## src/rtl/xnor_popcount_acc.sv

```systemverilog
// XNOR/popcount accumulator: counts matching bits of in_a and in_b over BEATS accepted beats,
// then holds the total and a threshold decision until the consumer takes them.
module xnor_popcount_acc #(
    parameter int unsigned WIDTH  = 8,
    parameter int unsigned BEATS  = 4,
    parameter int unsigned THRESH = WIDTH * BEATS / 2
) (
    input  logic                                  clk,
    input  logic                                  rst,
    input  logic                                  clr,
    input  logic                                  in_valid,
    output logic                                  in_ready,
    input  logic [WIDTH-1:0]                      in_a,
    input  logic [WIDTH-1:0]                      in_b,
    output logic                                  out_valid,
    input  logic                                  out_ready,
    output logic [$clog2(WIDTH*BEATS+1)-1:0]      out_count,
    output logic                                  out_bit
);
    localparam int unsigned CW = $clog2(WIDTH * BEATS + 1);
    localparam int unsigned BW = (BEATS > 1) ? $clog2(BEATS) : 1;
    localparam logic [CW-1:0] THRESH_C = CW'(THRESH);
    localparam logic [BW-1:0] LAST_BEAT = BW'(BEATS - 1);

    typedef enum logic {StAcc, StHold} state_t;

    state_t            state;
    logic [CW-1:0]     acc;
    logic [BW-1:0]     beat_cnt;
    logic [WIDTH-1:0]  match;
    logic [CW-1:0]     pc;
    logic [CW-1:0]     sum;

    assign match = ~(in_a ^ in_b);

    always_comb begin
        pc = '0;
        for (int i = 0; i < int'(WIDTH); i++) begin
            pc = pc + CW'(match[i]);
        end
    end

    // Cannot overflow: the group total is bounded by WIDTH*BEATS, which CW is sized for.
    assign sum = acc + pc;

    assign in_ready = (state == StAcc);

    always_ff @(posedge clk or posedge rst) begin
        if (rst) begin
            state     <= StAcc;
            acc       <= '0;
            beat_cnt  <= '0;
            out_valid <= 1'b0;
            out_count <= '0;
            out_bit   <= 1'b0;
        end else begin
            unique case (state)
                StAcc: begin
                    // clr takes priority over any beat offered in the same cycle.
                    if (clr) begin
                        acc      <= '0;
                        beat_cnt <= '0;
                    end else if (in_valid) begin
                        if (beat_cnt == LAST_BEAT) begin
                            out_count <= sum;
                            out_bit   <= (sum >= THRESH_C);
                            out_valid <= 1'b1;
                            acc       <= '0;
                            beat_cnt  <= '0;
                            state     <= StHold;
                        end else begin
                            acc      <= sum;
                            beat_cnt <= beat_cnt + BW'(1);
                        end
                    end
                end
                StHold: begin
                    if (out_ready) begin
                        out_valid <= 1'b0;
                        state     <= StAcc;
                    end
                end
                default: state <= StAcc;
            endcase
        end
    end

endmodule
```

## config.mk

```make
export PLATFORM = sky130hd
export DESIGN_NAME = xnor_popcount_acc
export DESIGN_NICKNAME = d
export VERILOG_FILES = /design/src/rtl/xnor_popcount_acc.sv
export SDC_FILE = /design/constraint.sdc
export NUM_CORES = 1
export LEC_CHECK = 0
export CORE_UTILIZATION = 45
export DETAILED_ROUTE_END_ITERATION = 8
export PLACE_DENSITY = 0.77
export SLEW_MARGIN = 10
export SYNTH_ARGS = -nofsm -noshare
export SYNTH_HDL_FRONTEND = slang
export SYNTH_SLANG_ARGS = --single-unit
```

## constraint.sdc

```tcl
create_clock -name clk -period 3.8 [get_ports clk]
set_input_delay 0.76 -clock clk [delete_from_list [all_inputs] [get_ports clk]]
set_output_delay 0.76 -clock clk [all_outputs]
set_load 0.01 [all_outputs]
```

# After elaboration in Yosys (flattened, before gate mapping)
# Index checks and enable logic that the tools add are counted.
[word_totals]
word_cells = 45
ramBits = 0
rom_bits = 0
latchBits = 0
output_inout_bits = 9
in_bits = 21
ff_bits = 17
n_memories = 0
[classes]
n_eq_ne = 5
reduce_logical = 4
n_mul = 0
add_sub_neg = 9
bitwise = 4
div = 0
shifts = 0
order_cmp = 1
n_mux = 16
[ops]
columns = ["cell", "n"]
rows = [
  ["$mux 6", 3],
  ["$add 6x1->6", 2],
  ["$mux 1", 8],
  ["$not 8->8", 1],
  ["$reduce_and 4->1", 2],
  ["$xor 8x8->8", 1],
  ["$add 5x1->6", 1],
  ["$add 6x6->6", 1],
  ["$ge 6x5->1 const B", 1],
  ["$mux 2", 3],
  ["$ne 2x2->1 const B", 3],
  ["$add 4x1->5", 1],
  ["$add 3x1->4", 1],
  ["$pmux 1 s2", 2],
  ["$add 2x1->3", 1],
  ["$add 1x1->2", 1],
  ["$add 2x1->2 const B", 1],
  ["$eq 2x2->1 const B", 1],
  ["$ne 2x1->1 const B", 1],
  ["$not 1->1", 2],
  ["$reduce_and 2->1", 1],
  ["$reduce_bool 2->1", 1],
]

# Logic depth before layout (Yosys ltp)
# Gate-level depths: netlist of the first run.
[depth]
depth_word = 13
mapped_depth = 13

# Worst setup path after synthesis of the first run
# OpenSTA, ideal clock, no wires.
[synth_path]
path_kind = "input-to-reg"
start = "in in_a[0]"
end = "reg out_bit"
t_arrival_ns = 3.741
setup_time_ns = 0.131
setup_slack_ns = -0.072
path_stages = 13
cell_sequence = "xnor2_1 -> fa_1 -> inv_1 -> fa_1 -> inv_1 -> fa_1 -> fa_1 -> inv_1 -> fa_1 -> nand2b_1 -> o2bb2ai_1 -> xnor2_1 -> a31oi_1"
[synth_via]
elab_chain_len = 11
[synth_lines]
columns = ["element", "line_no", "source"]
rows = [
  ["start, declared", "13", "input logic [WIDTH-1:0] in_a,"],
  ["$xor 8x8->8", "34", "assign match = ~(in_a ^ in_b);"],
  ["$not 8->8", "34", ""],
  ["$add 1x1->2", "39", "pc = pc + CW'(match[i]);"],
  ["$add 2x1->3", "39", ""],
  ["$add 3x1->4", "39", ""],
  ["$add 4x1->5", "39", ""],
  ["$add 5x1->6", "39", ""],
  ["$add 6x1->6 (2 in series)", "39", ""],
  ["$add 6x6->6", "44", "assign sum = acc + pc;"],
  ["$ge 6x5->1", "66", "out_bit <= (sum >= THRESH_C);"],
  ["end signal, assigned", "66", ""],
  ["end, declared", "18", "output logic out_bit"],
]
# Every way passes these cells.
# A chain may end at the register's enable or synchronous reset.

# Worst setup path in the final report of the first run
# Same ends and word-level chain as after synthesis.

==> results of run 1 <==
kinds of logic (layout without fill, tap and decap cells):
group,count (synthesis),in the layout
compound gates,23,23
xor+xnor,12,12
fa+ha+maj,12,12
buf+inv,10,45
flops,17,17
mux,1,1
simple gates,22,22
stage by stage:
step | setup TNS, ns | area [um^2] | power, W | cells | util
4_1_cts | 0 | 1450 | 0.000836 | 159 | 0.705
5_1_grt | 0 | 1440 | 0.000898 | 159 | 0.698
6_report | 0 | 1440 | 0.000838 | 159 | 0.698
3_3_place_gp | -3.83 | 1380 | 0.000683 | 154 | 0.669
3_5_place_dp | -4.92 | 1380 | 0.000708 | 154 | 0.669
2_1_floorplan | 0 | 1050 | 0.000540 | 97 | -
area by class of cell:
class | instances | share of cell area
clock buffers | 3 | 0.0157
clock inverters | 1 | 0.00348
inverters | 10 | 0.0261
multi-input cells | 70 | 0.433
flip-flops and latches | 17 | 0.296
well taps | 27 | 0.0235
repair buffers | 31 | 0.203
worst min-delay path by stage:
stage / start / endpoint / slack, ns
4_1_cts: out_count[0] / out_count[0] / 0.49
2_1_floorplan: acc[1] / acc[1] / 0.46
3_5_place_dp: out_count[0] / out_count[0] / 0.47
3_3_place_gp: out_count[0] / out_count[0] / 0.46
5_1_grt: out_count[0] / out_count[0] / 0.53
6_report: out_count[0] / out_count[0] / 0.49
worst max-delay path: stages:
cell and delay (ns):
clkbuf_2 0.10, xnor2_2 0.13, fa_1 0.53, inv_2 0.05, fa_1 0.55, inv_2 0.04, fa_1 0.50, fa_2 0.22
inv_2 0.04, fa_2 0.34, nand2b_4 0.16, o2bb2ai_4 0.16, xnor2_2 0.18, a31oi_1 0.10
timing repair:
item / CTS / global route
setup endpoints to repair: 11 / 6
buffers inserted: 1 / 0
pin swaps: 10 / 9
gates resized for setup: 16 / 7
flip-flops by register name (all words and copies together) (netlist names):
signal / cells
out_count: 6
state: 1
out_bit: 1
beat_cnt: 2
out_valid: 1
acc: 6
metal layers:
layer  wire length [um]  share of wire  vias to the layer above
met3                 77          0.034                        2
li1                   -              -                      397
met1               1000           0.44                      407
met4                 30          0.013                        0
met5                  0              0                        -
met2               1180           0.52                       21
where the power goes:
part            total, W  leakage (nW)  switching [W]  internal (W)
clock network  0.0000979        0.0177      0.0000586     0.0000392
registers       0.000243         0.231      0.0000240      0.000219
logic           0.000497         0.417       0.000249      0.000249
placed cells by master, fill, tap and decap left out, types with 2 or more instances in the layout:
cell and count:
fa_1 3, inv_2 3, nor3_1 2, clkdlybuf4s50_1 25, o21bai_1 2, xnor2_1 6
xor2_1 3, a21oi_1 4, a22o_1 3, nor2_1 3, clkbuf_4 3, nand2_1 11
fa_2 2, dfrtp_1 17, o21ai_0 4, buf_4 2, inv_1 7, o21ai_1 5
clkbuf_2 2, xnor2_2 3, ha_1 7
cells in the mapped netlist (all sizes together) (2+ instances only):
cell type	count	share of area
nand2b	2	0.012
dfrtp	17	0.41
xnor2	9	0.077
o21bai	2	0.015
o21ai	9	0.044
fa	5	0.097
nand2	11	0.040
xor2	3	0.026
a22o	3	0.026
ha	7	0.085
inv	10	0.037
nor2	3	0.011
a21oi	5	0.024
nor3	2	0.0097
==> results.py, run 1 <==
metrics = {
    "clock_tree": {
        "ctsRootBufferMaster": "clkbuf_4",
        "ctsHoldBuffers": 0,
        "cts_tree": "built",
        "cts.sink_count": 17,
        "h_tree_depth": 1,
        "numCtsBuffers": 3,
        "clk_pin_slew_ns": 0.10,
        "cts.path.max_buffers": 2,
        "worst_skew_pair.late_latency_ns": 0.30,
    },
    "synthesis": {
        "yosys.area_share.simple": 0.106,
        "syn-instance-count": 97,
        "synth_xor_xnor_area_share": 0.102,
        "post_synth.cell_area_avg_um2": 10.6,
        "synth-async-reset-ratio": 1.00,
        "yosys.cell_types.count": 24,
        "mappedNetlistArea_mm2": 0.00103,
        "synth_sequential_area_ratio": 0.414,
        "post_synth_mux_area_share": 0.0146,
        "synth-compound-area-share": 0.145,
        "syn_nets": 130,
        "synth_top_family_by_area": "adder cells",
        "synth_fa_ha_area_frac": 0.182,
        "synth_enable_flop_cells": 0,
        "synth_warnings": 0,
        "dominantRegCellSynth": "dfrtp_1",
        "ys_ff_latch": 17,
    },
    "routing": {
        "wire_per_inst_um": 14.4,
        "detail_route.wirelength_um": 2290,
        "post-route-drc-count": 0,
        "total_via_count_in_the_routed_design": 827,
        "via_density": 5.20,
        "antenna_violating_nets_post_route": 0,
        "detailedRoute.firstPassIterationCount": 4,
        "detail_route.iter0.violations": 19,
    },
    "global_route": {
        "met2_usage": 0.358,
        "grt_first_pass_wirelength_um": 3790,
        "maximum_number_of_pins_on_one_net_before_global_route_repair": 18,
        "grt_remaining_overflow": 0,
        "via_count_of_the_first_global_routing_pass": 849,
        "gr-usage-met1": 0.253,
        "grt_busiest_layer": "met2",
        "groute.usage.overall": 0.212,
        "grt_util_met3": 0.0556,
        "initial_antenna_violation_count": 0,
    },
    "power_and_ir_drop": {
        "cellPowerDensity_mw_per_mm2": 583,
        "peakVddDrop_mv": 0.428,
        "power_leakage_nw": 0.666,
    },
    "finish": {
        "p_r_area_growth_vs_syn_pct": 39.9,
        "multiInputGateArea_um2": 623,
        "nets": 166,
        "final_layout_size_suffix_gt1_frac": 0.189,
        "seq_area_um2": 425,
        "diodes": 0,
        "n_fill_cell": 165,
    },
    "floorplanning": {
        "chipWidth_um": 49.8,
        "die_area_mm2": 0.00248,
        "io_pins": 30,
        "num_rows": 16,
        "die_h_um": 49.8,
        "core_area_mm2": 0.00206,
        "initial_core_util": 0.499,
    },
    "setup_path": {
        "worst_setup_path_endpoint": "out_bit",
        "critical_path.startpoint": "in_a[0]",
        "crit_fanout": 3,
        "crit-reg2reg-launch": "acc[0]",
        "end_kind": "register",
        "worst-setup-path-type": "in -> reg",
        "startpoint_type": "input pin",
        "timing.rr.end": "out_bit",
        "ff2ff_path_depth": 12,
        "setup.reg_to_reg.worst_slack_ns": 0.35,
        "cp.required_ns": 3.98,
        "cp.arrival_ns": 3.87,
    },
    "timing": {
        "finalClockSkew_ns": 0.00498,
        "max_slew_headroom_at_the_worst_pin": 0.565,
        "slew_violations": 0,
        "post_route_minimum_period_ns": 3.69,
        "final.period_utilization": 0.972,
        "rsz0062_at_grt": "no",
        "fmaxAchievable_ghz": 0.271,
        "worst_pin_slew_ns": 0.648,
        "final.setup.worst_slack_ns": 0.107,
        "final-setup-viol-count": 0,
        "final.hold.worst_slack_ns": 0.485,
        "final_hold_viol_count": 0,
    },
    "placed_design": {
        "port_buffers": 29,
        "place_worst_setup_slack_ns": -0.579,
        "routabilityCongestion": 0.821,
        "hpwlAfterDp_um": 1810,
    },
    "run_status": {
        "outcome": "complete, no violations",
    },
    "run": {
        "max_cap_viol_count": 0,
    },
    "worst_hold_path": {
        "hold_depth": 2,
        "timing.hold.worst.class": "reg -> reg",
    },
}
No activity file was read; power rests on OpenSTA's default activity.
==> run 2, diff against run 1 <==
- SKIP_LAST_GASP: unset -> 1
==> results of run 2 <==
No change in the layout: final DEF, timing and power equal those of run 1.
==> run 3, diff against run 2 <==
- PLACE_DENSITY: 0.77 -> 0.8
==> results.py, run 3 (synthesis results as in run 1) <==
metrics = {
    "run_status": {
        "outcome": "complete, no violations",
    },
    "setup_path": {
        "crit-reg2reg-launch": "acc[0]",
        "worst_setup_path_endpoint": "out_bit",
        "cp.arrival_ns": 3.87,
        "end_kind": "register",
        "crit_fanout": 3,
        "timing.rr.end": "out_bit",
        "slowest_delay_ns": 0.53,
        "ff2ff_path_depth": 12,
        "worst-path-buf-inv": 4,
        "cp.required_ns": 3.97,
        "startpoint_type": "input pin",
        "series_of_cell_instances_along_the_critical_path": "clkbuf_2 -> xnor2_2 -> fa_1 -> inv_2 -> fa_1 -> inv_1 -> fa_1 -> fa_2 -> inv_2 -> fa_2 -> nand2b_4 -> o2bb2ai_4 -> xnor2_2 -> a31oi_1",
        "critical-path-top-cell-by-count": "fa_1",
        "cp_top_family": "adder cells",
        "critical_path.slowest_cell": "fa_1",
        "worst-setup-path-type": "in -> reg",
        "setup.reg_to_reg.worst_slack_ns": 0.33,
        "worstSetupPathDepth": 14,
        "critical_path.startpoint": "in_a[0]",
    },
    "global_route": {
        "grt_busiest_layer": "met2",
        "via_count_of_the_first_global_routing_pass": 878,
        "grt_first_pass_wirelength_um": 3910,
        "groute.usage.overall": 0.217,
        "grt_util_met3": 0.0463,
        "gr-usage-met1": 0.263,
        "met2_usage": 0.378,
        "maximum_number_of_pins_on_one_net_before_global_route_repair": 18,
        "grt_remaining_overflow": 0,
        "initial_antenna_violation_count": 0,
    },
    "finish": {
        "final_cell_mix": "clkdlybuf4s50_1 (25), dfrtp_1 (17), nand2_1 (11)",
        "nets": 165,
        "diodes": 0,
        "layout.cells.most_common": "clkdlybuf4s50_1",
        "p_r_area_growth_vs_syn_pct": 39.1,
        "postLayoutCoreUtil": 0.694,
        "reg.largest.list": "acc: 6 flops, out_count: 6 flops, beat_cnt: 2 flops",
        "final_layout_size_suffix_gt1_frac": 0.183,
        "finish.instance_area_mm2": 0.00143,
    },
    "clock_tree": {
        "cts_tree": "built",
        "ctsHoldBuffers": 0,
        "numCtsBuffers": 3,
        "cts.sink_count": 17,
        "ctsRootBufferMaster": "clkbuf_4",
        "cts.path.max_buffers": 2,
        "h_tree_depth": 1,
        "clk_pin_slew_ns": 0.10,
        "worst_skew_pair.late_latency_ns": 0.30,
    },
    "routing": {
        "detailedRoute.firstPassIterationCount": 4,
        "antenna_violating_nets_post_route": 0,
        "via_density": 5.16,
        "detail_route.wirelength_um": 2280,
        "detail_route.iter0.violations": 10,
        "wire_per_inst_um": 14.4,
        "total_via_count_in_the_routed_design": 815,
        "post-route-drc-count": 0,
    },
    "power_and_ir_drop": {
        "power_leakage_nw": 0.662,
        "cellPowerDensity_mw_per_mm2": 568,
        "peakVddDrop_mv": 0.533,
    },
    "timing": {
        "fmaxAchievable_ghz": 0.270,
        "final-setup-viol-count": 0,
        "final.hold.worst_slack_ns": 0.504,
        "max_slew_headroom_at_the_worst_pin": 0.563,
        "finalClockSkew_ns": 0.00237,
        "final.period_utilization": 0.973,
        "post_route_minimum_period_ns": 3.70,
        "final_hold_viol_count": 0,
        "slew_violations": 0,
        "worst_pin_slew_ns": 0.655,
        "rsz0062_at_grt": "no",
    },
    "worst_hold_path": {
        "timing.hold.worst.class": "reg -> reg",
        "hold_depth": 2,
    },
    "placed_design": {
        "hpwlAfterDp_um": 1690,
        "placed_cell_area_mm2": 0.00137,
        "port_buffers": 29,
        "routabilityCongestion": 0.848,
    },
    "run": {
        "max_cap_viol_count": 0,
    },
    "floorplanning": {
        "num_rows": 16,
        "core_area_mm2": 0.00206,
        "initial_core_util": 0.499,
        "chipWidth_um": 49.8,
        "die_area_mm2": 0.00248,
        "die_h_um": 49.8,
        "io_pins": 30,
    },
}
[run 3: worst register-to-register path, delay by kind of cell (launching register included)]
kind                       cells  cell delay [ns]
DFF                            1             0.42
AOI/OAI and AO/OA              2             0.27
and+or+nand+nor                1             0.16
xor gates and xnor gates       1             0.19
buffers and inverters          3             0.13
adders and majority gates      5             2.16
[run 3: through the flow]
stage / total power [W] / std cells / TNS, ns / setup WS (ns)
6_report: 0.000812 / 158 / 0 / 0.101
5_1_grt: 0.000880 / 158 / 0 / 0.00194
4_1_cts: 0.000796 / 157 / 0 / 0.000185
3_5_place_dp: 0.000683 / 153 / -4.36 / -0.539
3_3_place_gp: 0.000666 / 153 / -3.67 / -0.482
2_1_floorplan: 0.000540 / 97 / 0 / 0.0320
[run 3: how the worst min path moves through the flow]
stage / start / end / slack [ns]
CTS: state / out_valid / 0.50
finish: acc[2] / acc[2] / 0.50
detailed placement: out_count[0] / out_count[0] / 0.46
floorplan: acc[1] / acc[1] / 0.46
global route: state / out_valid / 0.52
global placement: out_count[0] / out_count[0] / 0.46
[run 3: power breakdown]
group / switching, W / internal (W)
combinational: 0.000234 / 0.000231
clock: 0.0000613 / 0.0000393
sequential: 0.0000261 / 0.000219
[run 3: timing repair]
| item | 4_1_cts | 5_1_grt |
|---|---|---|
| setup endpoints to repair | 9 | 5 |
| pin swaps | 8 | 9 |
| setup buffers | 0 | 1 |
| gates resized for setup | 11 | 9 |
| endpoints found under the hold margin | 0 | 0 |
[run 3: final cells by class]
class / instances / area [um^2]
sequential: 17 / 425
multi-input combinational: 70 / 628
tap: 27 / 33.8
fill: 155 / 632
inverter: 10 / 37.5
timing repair buffer: 30 / 278
clock buffer: 3 / 22.5
clock inverter: 1 / 5.00
[run 3: routing by layer]
layer	share of wire	routed length [um]
met5	0	0
met4	0.021	48
met3	0.023	53
met2	0.52	1180
met1	0.44	1000
==> RTL edit 1, RTL diff (settings of run 2) <==
Register the output `out_count` once more, cleared by the reset; this adds one clock of latency there. The other outputs are not delayed to match.
--- a/src/rtl/xnor_popcount_acc.sv
+++ b/src/rtl/xnor_popcount_acc.sv
@@ -23,6 +23,8 @@
     localparam logic [BW-1:0] LAST_BEAT = BW'(BEATS - 1);
 
     typedef enum logic {StAcc, StHold} state_t;
+
+    logic [$clog2(WIDTH*BEATS+1)-1:0] out_count_s0;
 
     state_t            state;
     logic [CW-1:0]     acc;
@@ -51,7 +53,7 @@
             acc       <= '0;
             beat_cnt  <= '0;
             out_valid <= 1'b0;
-            out_count <= '0;
+            out_count_s0 <= '0;
             out_bit   <= 1'b0;
         end else begin
             unique case (state)
@@ -62,7 +64,7 @@
                         beat_cnt <= '0;
                     end else if (in_valid) begin
                         if (beat_cnt == LAST_BEAT) begin
-                            out_count <= sum;
+                            out_count_s0 <= sum;
                             out_bit   <= (sum >= THRESH_C);
                             out_valid <= 1'b1;
                             acc       <= '0;
@@ -85,4 +87,12 @@
         end
     end
 
+    always_ff @(posedge clk or posedge rst) begin
+        if (rst) begin
+            out_count <= '0;
+        end else begin
+            out_count <= out_count_s0;
+        end
+    end
+
 endmodule
Function: changed (a bounded check fails within 10 cycles, from zero or initial values and one cycle with rst high).
==> RTL edit 1 against run 2 <==
Setup slack better by 39 ps; cell area grew 11%; area after synthesis is 17% higher; sequential cell count up 6; via count is 3.7% higher; wire length is 11% lower; core utilization fell by 6.1 points; power increased by 7.9%; global-route usage decreased by 3.6 points; die area is 16% higher; fmax is 1.1% higher; count of clock-buffer cells in the layout is the same; critical path type unchanged; critical endpoint unchanged; largest cell class unchanged; largest power group unchanged.
==> RTL edit 1: results (changes against run 2) <==
wire per inst: 12.0 um (-17%)
vias in the first global route: 852 (+0.35%)
setup bufs post-CTS: 0 (-1)
routed wl met3: 70 um (-9.1%)
clk tree area frac: 0.0173 (-0.00183)
Hold Path Depth: 0 (-2)
Hold EP: out_count[3]
GR Util All Layers: 0.176 (-0.0356)
clock sinks: 23 (+6)
P_sw: 0.329 mW (-0.77%)
most instantiated cells after synthesis: dfrtp_1 (23), nand2_1 (13), inv_1 (9), xnor2_1 (9)
Synth Area in Adders: 0.156 (-0.0261)
buffers outside the clock class: 30 (-3.2%)
Clk. pwr: 0.117 mW (+20%)
Detailed Route Iter0 Violations: 4 (-15)
post-synth cell types: 25 (+4.2%)
placed insts: 167 (+8.4%)
wire length on met2: 940 um (-21%)
P&R area growth vs syn: 32.6%
# fillers: 189 (+15%)
crit path DAT: 3860 ps (about the same)
syn_area_per_cell: 11.1 um^2 (+4.8%)
post-synthesis sequential area ratio: 0.480 (+0.0660)
comb_multi_in: 75 (+7.1%)
first-pass GRT wire length: 3620 um (-4.6%)
Slew @ Worst Pin: 842 ps (+194 ps)
clock buffer depth: 2 (unchanged)
Hold WC Path Type: flop to flop
GR Layer Usage met3: 0.0198 (-0.0358)
hpwl dp: 1660 um (-8.5%)
Final non-clock buffer share: 0.175 (-0.0281)
multi-input logic portion of the cell area: 0.402 (-0.0313)
hold slack: 392 ps (-93.3 ps)
status: finished clean
worst vdd ir: 0.423 mV (-1.0%)
Pwr Total: 0.905 mW (+7.9%)
top cells by area, synth: dfrtp_1 (48%), fa_1 (8.3%), ha_1 (7.3%), xnor2_1 (6.6%), nand2_1 (4.1%)
vias per cell: 5.02 (-3.5%)
top flop regs: acc (6), out_count (6), out_count_s0 (6)
fin area: 1590 um^2 (+11%)
Seq group: 0.333 mW (+37%)
largest net degree at the start of global routing: 24 (+6)
Synth Area in XOR/XNOR: 0.0876 (-0.0146)
detailed-route via count: 858 (+3.7%)
Metal-1 WL: 1000 um (about the same)
worst clock skew: 4.85 ps (-0.131 ps)
Placer Congestion: 0.813 (-0.99%)
Compound-Gate Fraction of Synth Area: 0.116 (-0.0290)
Reg clk slew, reported paths: 130 ps (+30 ps)
sequential fraction of total cell area: 0.362 (+0.0660)
met2 GRT Util: 0.265 (-0.0935)
post-synthesis mux area share: 0.0188 (+0.00417)
fraction of layout cells with a size suffix above 1: 0.184 (-0.00500)
syn_nets: 141 (+8.5%)
met1 usage: 0.248 (-0.00475)
DP Worst Slack: -537 ps (+41.9 ps)
Worst Hold Launch: out_count_s0[3]
Nets: 175 (+5.4%)
Leak: 0.728 nW (+9.3%)
-- RTL edit 1: worst max-delay path by stage --
stage                 start       to  slack (ps)
floorplan           in_a[0]  out_bit          30
global placement    in_b[0]  out_bit        -470
detailed placement  in_b[0]  out_bit        -540
CTS                 in_a[2]  out_bit           3
global route        in_b[0]  out_bit          60
finish              in_b[0]  out_bit         150
-- RTL edit 1: critical path: stages --
cell      delay (ps)
clkbuf_2         100
xnor2_2          140
fa_1             520
inv_2             40
fa_1             520
inv_1             50
fa_1             490
fa_2             210
inv_2             40
fa_2             350
nand2b_4         160
a21oi_4          190
xnor2_2          150
a41oi_2          130
-- RTL edit 1: timing repair --
| item | 4_1_cts | 5_1_grt |
|---|---|---|
| gates resized for setup | 15 | 5 |
| setup endpoints to repair | 4 | 6 |
| pin swaps | 9 | 8 |
==> RTL edit 2, RTL diff (config.mk and constraints of run 2) <==
Made on the original files. The parameter `WIDTH` goes from 8 to 16.
--- a/src/rtl/xnor_popcount_acc.sv
+++ b/src/rtl/xnor_popcount_acc.sv
@@ -1,7 +1,7 @@
 // XNOR/popcount accumulator: counts matching bits of in_a and in_b over BEATS accepted beats,
 // then holds the total and a threshold decision until the consumer takes them.
 module xnor_popcount_acc #(
-    parameter int unsigned WIDTH  = 8,
+    parameter int unsigned WIDTH  = 16,
     parameter int unsigned BEATS  = 4,
     parameter int unsigned THRESH = WIDTH * BEATS / 2
 ) (
Interface: changed (resized in_a, in_b and out_count); port bits go from 30 to 47. No check against the original RTL was run, so the function may have changed too.
==> RTL edit 2 against run 2 <==
The flow now finishes with violations (setup timing); core utilization grew 0.22 points; die area grew 43%; sequential cell count grew 2; global-route usage shrank 0.27 points; cell area grew 51%; first-iteration DRC count grew 95%; sequential share of layout area shrank 7.7 points; wire length grew 48%; area after synthesis grew 45%; power grew 140%; setup slack lost 660 ps; critical path type unchanged; largest power group unchanged.
==> RTL edit 2: results (changes against run 2) <==
status: finished with violations
failing checks: setup timing
setup tns final: -4690 ps (-4690 ps)
TritonCTS Buffers: 3 (unchanged)
# setup viols final: 13 (+13)
Placer Congestion: 0.781 (-5.0%)
routed wl met3: 160 um (+110%)
post-synthesis mux area share: 0.00758 (-0.00702)
H-tree levels: 1 (unchanged)
Synth Area in Adders: 0.237 (+0.0549)
wire per inst: 13.5 um (-6.3%)
I/O Buffers: 46 (+59%)
top flop regs: acc (7), out_count (7), beat_cnt (2)
worst vdd ir: 0.453 mV (+6.0%)
Top FF cell, synth: dfrtp_1
Worst Path Max Fanout: 4 (+1)
Hold WC Path Type: flop to flop
worst clock skew: 8.42 ps (+3.44 ps)
synth warn: 0 (unchanged)
largest net degree at the start of global routing: 20 (+2)
DP Worst Slack: -1270 ps (-693 ps)
syn_nets: 209 (+61%)
first-pass GRT wire length: 5430 um (+43%)
Critical R2R Capture: out_count[6]
Nets: 266 (+60%)
r2r worst-path depth: 14 (+2)
post-synth cell types: 29 (+21%)
GR Util All Layers: 0.209 (-0.00273)
Metal-1 WL: 1250 um (+25%)
Placed Instance Area: 2050 um^2 (+49%)
Detailed Route Iter0 Violations: 37 (+18)
final worst setup slack: -556 ps (-664 ps)
Post-synth ARST share: 1.00 (unchanged)
most instantiated cells after synthesis: inv_1 (23), nand2_1 (20), dfrtp_1 (19)
Reg clk slew, reported paths: 110 ps
Synth Area in XOR/XNOR: 0.118 (+0.0157)
hold slack: 498 ps (+12.5 ps)
placed insts: 245 (+59%)
clock buffer depth: 2 (unchanged)
Leak: 0.988 nW (+48%)
Worst Hold Launch: out_count[6]
Post-Route WL: 3390 um (+48%)
fraction of layout cells with a size suffix above 1: 0.246 (+0.0570)
hpwl dp: 2600 um (+43%)
DRT Pass-1 Iters: 4 (unchanged)
diode count: 0 (unchanged)
post-synthesis sequential area ratio: 0.320 (-0.0938)
Hold Path Depth: 2 (unchanged)
Slew @ Worst Pin: 756 ps (+109 ps)
wire length on met2: 1870 um (+58%)
detailed-route via count: 1255 (+52%)
root buf cell: clkbuf_4
R2R Setup Slk: -150 ps (-500 ps)
Clock Latency Late Sink: 300 ps (about the same)
crit path DAT: 4550 ps (+680 ps)
top cells by area, synth: dfrtp_1 (32%), fa_1 (16%), ha_1 (7.6%), xor2_1 (7.1%), inv_1 (5.8%)
top layer in use: met4
Mapped Cells: 151 (+56%)
Hold EP: out_count[6]
Compound-Gate Fraction of Synth Area: 0.141 (-0.00335)
## RTL edit 2: cells by family after synthesis
kind of cell / count (synthesis)
mux: 1
compound gates: 31
simple gates: 35
fa+ha+maj: 21
buf+inv: 24
xor+xnor: 20
flops: 19
## RTL edit 2: what timing repair did
item | in CTS | in global routing
pin swaps | 27 | 20
endpoints found under the setup margin | 15 | 13
resized for setup | 71 | 14
setup buffers | 1 | 1
## RTL edit 2: metal layers
metal	vias to the layer above	global-route usage
li1	595	-
met1	597	0.226
met2	53	0.395
met3	10	0.0175
met4	0	0.116
met5	-	0
## RTL edit 2: how the worst max path moves through the flow
| stage | slack [ps] | cells after the start | endpoint | from |
|---|---|---|---|---|
| floorplan | -620 | 14 | out_count[6] | in_b[8] |
| global placement | -1140 | 15 | out_count[6] | in_b[8] |
| detailed placement | -1270 | 14 | out_count[4] | in_a[6] |
| CTS | -610 | 15 | out_count[6] | in_a[14] |
| global route | -640 | 15 | out_count[6] | in_b[6] |
| finish | -560 | 15 | out_count[6] | in_b[6] |
## RTL edit 2: final cells by class
class / count / area (um^2)
multi-input combinational: 108 / 1060
fill: 254 / 931
sequential: 19 / 475
timing repair buffer: 53 / 469
inverter: 23 / 86.3
tap: 44 / 55.1
clock buffer: 4 / 26.3
## RTL edit 2: power breakdown
| part | switching (mW) | internal [mW] | leakage (nW) |
|---|---|---|---|
| Combinational | 0.784 | 0.825 | 0.717 |
| Clock | 0.0628 | 0.0409 | 0.0150 |
| Sequential | 0.0338 | 0.258 | 0.256 |
## RTL edit 2: worst max-delay path, cell delays in order
cell and delay [ps]:
buf_6 90, xor2_2 170, fa_1 510, fa_1 560, inv_2 40, fa_1 540, fa_1 430, fa_2 370
inv_2 70, fa_2 240, nor2b_4 60, o31a_4 310, o21ai_4 180, xnor2_2 140, o21ai_2 70
